--- config.mk ---
export PLATFORM = sky130hd
export DESIGN_NAME = fb_arbiter
export DESIGN_NICKNAME = d
export VERILOG_FILES = /design/src/rtl/fb_arbiter.sv
export SDC_FILE = /design/constraint.sdc
export NUM_CORES = 1
export LEC_CHECK = 0
export ABC_AREA = 1
export CORE_UTILIZATION = 25
export CTS_BUF_LIST = sky130_fd_sc_hd__clkbuf_4 sky130_fd_sc_hd__clkbuf_8
export DETAILED_ROUTE_END_ITERATION = 8
export SYNTH_ARGS = -nofsm -noshare
export SYNTH_HDL_FRONTEND = slang
export SYNTH_SLANG_ARGS = --single-unit
--- constraint.sdc ---
create_clock -name clk -period 2.3 [get_ports clk]
set_input_delay 0.46 -clock clk [delete_from_list [all_inputs] [get_ports clk]]
set_output_delay 0.46 -clock clk [all_outputs]
set_load 0.03 [all_outputs]
--- src/rtl/fb_arbiter.sv ---
// fb_arbiter
//   Shares one single-port framebuffer RAM between a display reader and a
//   pixel writer. The display always wins the RAM port. Writes wait in a
//   small FIFO and are committed, in acceptance order, in any cycle the
//   display leaves the port free. A per-frame counter of committed writes
//   and a sticky out-of-range flag are also provided.
//
// Ports
//   clk, reset           pixel clock; synchronous active-high reset
//   disp_req, disp_addr  display read request/address (combinational to RAM)
//   disp_valid           read data valid, one cycle after disp_req
//   disp_pixel           read pixel (zero when disp_valid is low)
//   wr_valid, wr_ready   writer handshake
//   wr_addr, wr_data     writer address and pixel
//   frame_start          one-cycle pulse at the start of each display frame
//   mem_addr, mem_we     RAM address and write enable
//   mem_wdata, mem_rdata RAM write data and 1-cycle-latency read data
//   pix_written          RAM writes committed since the last frame_start
//   err_oob              sticky flag: a write outside the framebuffer was seen
module fb_arbiter #(
  parameter int ADDR_W     = 17,
  parameter int DATA_W     = 3,
  parameter int PIXELS     = 76800,
  parameter int FIFO_DEPTH = 4
) (
  input  logic              clk,
  input  logic              reset,
  input  logic              disp_req,
  input  logic [ADDR_W-1:0] disp_addr,
  output logic              disp_valid,
  output logic [DATA_W-1:0] disp_pixel,
  input  logic              wr_valid,
  output logic              wr_ready,
  input  logic [ADDR_W-1:0] wr_addr,
  input  logic [DATA_W-1:0] wr_data,
  input  logic              frame_start,
  output logic [ADDR_W-1:0] mem_addr,
  output logic              mem_we,
  output logic [DATA_W-1:0] mem_wdata,
  input  logic [DATA_W-1:0] mem_rdata,
  output logic [ADDR_W-1:0] pix_written,
  output logic              err_oob
);

  localparam int PTR_W = (FIFO_DEPTH > 1) ? $clog2(FIFO_DEPTH) : 1;
  localparam int CNT_W = $clog2(FIFO_DEPTH + 1);

  localparam logic [CNT_W-1:0]  LP_DEPTH      = CNT_W'(FIFO_DEPTH);
  // One extra bit so the range test also works when PIXELS == 2**ADDR_W.
  localparam logic [ADDR_W:0]   LP_PIXELS_EXT = (ADDR_W + 1)'(PIXELS);
  localparam logic [ADDR_W-1:0] LP_PIX_MAX    = ADDR_W'(PIXELS);

  logic [ADDR_W-1:0] r_fifoAddr [FIFO_DEPTH];
  logic [DATA_W-1:0] r_fifoData [FIFO_DEPTH];
  logic [PTR_W-1:0]  r_wrPtr;
  logic [PTR_W-1:0]  r_rdPtr;
  logic [CNT_W-1:0]  r_count;
  logic              r_dispValid;
  logic              r_errOob;
  logic [ADDR_W-1:0] r_pixWritten;

  logic w_wrReady;
  logic w_handshake;
  logic w_inRange;
  logic w_push;
  logic w_pop;

  // wr_ready depends only on the registered occupancy; gating with reset keeps
  // it low during reset yet lets it rise in the very first cycle afterwards.
  assign w_wrReady   = !reset && (r_count < LP_DEPTH);
  assign w_handshake = wr_valid && w_wrReady;
  assign w_inRange   = {1'b0, wr_addr} < LP_PIXELS_EXT;
  // Out-of-range writes complete the handshake but are dropped here.
  assign w_push      = w_handshake && w_inRange;
  assign w_pop       = !reset && !disp_req && (r_count != '0);

  assign wr_ready = w_wrReady;

  // RAM port mux: display first, then the FIFO head, otherwise all zero.
  always_comb begin
    mem_addr  = '0;
    mem_wdata = '0;
    mem_we    = 1'b0;
    if (!reset) begin
      if (disp_req) begin
        mem_addr = disp_addr;
      end else if (w_pop) begin
        mem_addr  = r_fifoAddr[r_rdPtr];
        mem_wdata = r_fifoData[r_rdPtr];
        mem_we    = 1'b1;
      end
    end
  end

  // FIFO pointers and occupancy. A push and a pop in the same cycle leave the
  // count unchanged; pointers wrap naturally because the depth is a power of 2.
  always_ff @(posedge clk) begin
    if (reset) begin
      r_wrPtr <= '0;
      r_rdPtr <= '0;
      r_count <= '0;
    end else begin
      if (w_push) begin
        r_wrPtr <= r_wrPtr + PTR_W'(1);
      end
      if (w_pop) begin
        r_rdPtr <= r_rdPtr + PTR_W'(1);
      end
      case ({w_push, w_pop})
        2'b10:   r_count <= r_count + CNT_W'(1);
        2'b01:   r_count <= r_count - CNT_W'(1);
        default: r_count <= r_count;
      endcase
    end
  end

  // FIFO storage needs no reset: entries are only read once counted valid.
  always_ff @(posedge clk) begin
    if (w_push) begin
      r_fifoAddr[r_wrPtr] <= wr_addr;
      r_fifoData[r_wrPtr] <= wr_data;
    end
  end

  // The RAM returns data one cycle after the address, so the valid strobe is
  // simply the request delayed by one cycle. Reset drops any read in flight.
  always_ff @(posedge clk) begin
    if (reset) begin
      r_dispValid <= 1'b0;
    end else begin
      r_dispValid <= disp_req;
    end
  end

  assign disp_valid = r_dispValid && !reset;
  assign disp_pixel = disp_valid ? mem_rdata : '0;

  // Sticky out-of-range flag, cleared only by reset.
  always_ff @(posedge clk) begin
    if (reset) begin
      r_errOob <= 1'b0;
    end else if (w_handshake && !w_inRange) begin
      r_errOob <= 1'b1;
    end
  end

  assign err_oob = r_errOob && !reset;

  // Per-frame commit counter. A commit in the frame_start cycle belongs to the
  // new frame, so the counter restarts at 1 rather than 0 in that case.
  always_ff @(posedge clk) begin
    if (reset) begin
      r_pixWritten <= '0;
    end else if (frame_start) begin
      r_pixWritten <= {{(ADDR_W-1){1'b0}}, mem_we};
    end else if (mem_we && (r_pixWritten < LP_PIX_MAX)) begin
      r_pixWritten <= r_pixWritten + ADDR_W'(1);
    end
  end

  assign pix_written = reset ? '0 : r_pixWritten;

endmodule

==> run metrics <==
Seq cells post-synth 108; WL per Instance 12.2 um; antenna viol nets, final 0; commonest non-fill, non-tap cells in the layout 151 x nand2_1, 80 x edfxtp_1, 68 x nor2_1, 68 x nand3_1, 67 x buf_4; yosys synthesis warning count 0; port bufs 88; gr ovfl total 0; pwr/cell area 573 nW/um^2; row count 50; vias per inst 4.15; initial antenna violation count 1; Hold Path Depth 2; delay-heaviest family, CP buffers and inverters; combinational share of power 12.4%; Max IR drop VDD 0.000272 V; final setup violation count 0; Tightest Hold Check Type flip-flop to flip-flop; total buffers and inverters traversed by the critical path 4; Sink Count 108; static leakage 2.50 nW; synthesized area 4880 um^2; area delta synth->final 30.7%; Post-synth EDFFs 80; die width 142 um; IO Count 89; # H-tree levels 3; count of cell types in the netlist 29; Crit. path cell count 8; fin crit share 96.0%; CP cell instances clkdlybuf4s50_1 > nor2_4 > nand2_4 > inv_1 > buf_12 > nand3_1 > nand2_1 > buf_4; fin cells 907; crit path max-delay cell type clkdlybuf4s50_1; WP data arrival 1.75 ns; setup TNS 0 ns; Starting DRT DRC Count 123; unrepaired setup endpoints after global routing false; Seq/Total Area, Yosys 60.7%; HPWL after DPL 7480 um; clk_lat worst skew 0.37 ns; post-layout net count 694; min cycle time layout 2.21 ns; Slew HR 41.7%; Critical Path RT 1.84 ns; CP Launch Type primary input; Sw Share 25.3%; TritonRoute pass-1 iters 4; Crit. End Element primary output; Die ar. 20100 um^2; largest net degree at the start of global routing 29; Placeable Area 18900 um^2; Area contributors post-synth edfxtp_1 49%, nand2_1 12%, dfxtp_1 11%; via count 3764; gr usage total 11.4%; Post-CTS Hold Fix Bufs 0; CP Class primary input to primary output; WHS 0.473 ns; Slew @ Worst Pin 0.871 ns; fraction of registers with async set/reset 0%; Power, Total 3.65 mW; dpl cells 891; first-pass GRT wire length 17500 um; Post-Syn Nets 587; CTS-repair resized insts 3; sequential fraction of design power 58.5%; clock skew 0.0129 ns; number of buffers created by CTS 9; max-cap violations 0; Syn Inst Count 535; Worst-path clk slew 0.09 ns; CTS max path bufs 2; routed wire length 11000 um; Final GP Congestion 0.807; Slowest Stage Delay on Critical Path 0.46 ns; vias in the first global route 3420; Clock Power Share 29.2%; Switch Pwr 0.924 mW; CTS tree yes; cell taking the most area after synthesis edfxtp_1; starting density of the core 25.8%; Setup Buffers After CTS 0; layout cells sized above 1 15.8%; Hold Vio Cnt, Final 0; Die Height 142 um; main flop type after synthesis edfxtp_1; status finished clean; # DRC 0; most common cell after layout, fill and taps aside nand2_1; CP Max Fanout 21; diodes inserted 0; Fmax 0.453 GHz; Post-Syn Area per Cell 9.12 um^2; Max Transition Viols Final 0; Yosys top cell area share 49.2%; Reg2Reg Depth 8; root buffer cell clkbuf_8; Int Power 2.73 mW
==> layout make-up <==
class | instances | area [um^2]
fill | 1965 | 12500
sequential | 108 | 2960
multi-input combinational | 353 | 1610
timing repair buffer | 119 | 1100
tap | 260 | 325
inverter | 51 | 191
clock buffer | 9 | 124
clock inverter | 7 | 58.8
==> logic make-up after synthesis <==
| family | share of synthesized area, % |
|---|---|
| adder cells (fa/ha/maj) | 1.95 |
| buffers and inverters | 6.43 |
| multiplexers | 0.205 |
| flip-flops | 60.7 |
| AO/OA/AOI/OAI | 4.31 |
| AND/OR/NAND/NOR | 26.0 |
| XOR/XNOR | 0.359 |
==> cell usage after synthesis, types with 2 or more instances <==
cell type	count
buf_6	2
nor2_4	2
dfxtp_1	28
a21oi_1	25
clkbuf_1	13
nor2_1	72
nand3_1	68
nand2_1	151
edfxtp_1	80
buf_2	5
xor2_1	2
ha_1	6
inv_1	50
o21ai_0	13
nor3_1	2
nand3_2	3
==> state kept, by name (all words and copies together), names as in the netlist, named ones only <==
signal / count
r_fifoData: 12
r_pixWritten: 17
r_rdPtr: 2
r_wrPtr: 2
r_dispValid: 1
r_count: 3
r_errOob: 1
r_fifoAddr: 68
==> worst min-delay path: stages (launching register included) <==
cell	delay, ns
dfxtp_1	0.31
inv_1	0.05
a21oi_1	0.07
==> path summary, 6_finish.rpt <==
check | endpoint | from | slack [ns]
worst max-delay path | mem_addr[13] | disp_req | 0.09
worst min-delay path | flip-flop | r_rdPtr[1] | 0.47
worst max register to register | r_count[1] | r_count[2] | 0.45
worst min register to register | flip-flop | r_rdPtr[1] | 0.47
==> through the flow <==
step | utilization (%) | instance area [um^2] | setup slack, ns
finish | 33.8 | 6380 | 0.0927
global placement | 32.7 | 6180 | -0.249
CTS | 33.7 | 6370 | 0.0389
detailed placement | 32.7 | 6180 | -0.272
global route | 33.8 | 6380 | 0.00105
floorplan | - | 4880 | -0.0436
==> metal layers <==
layer  track usage [%]  vias up  wire (um)  share of wire, %
met5                 0        -         14              0.13
met4              3.23        2        129               1.2
met3              3.44       11        702               6.4
met2              18.9       90       5150                47
met1              14.3     1702       5040                46
li1                  -     1959          -                 -
==> power by group through the flow <==
stage	clock network [mW]	logic, mW	registers, mW
4_1_cts	1.11	0.457	2.14
3_5_place_dp	0	0.454	2.18
5_1_grt	1.20	0.494	2.14
6_report	1.07	0.451	2.14
3_3_place_gp	0	0.450	2.18
2_1_floorplan	0	0.232	2.18
(Power assumes the default switching activity.)
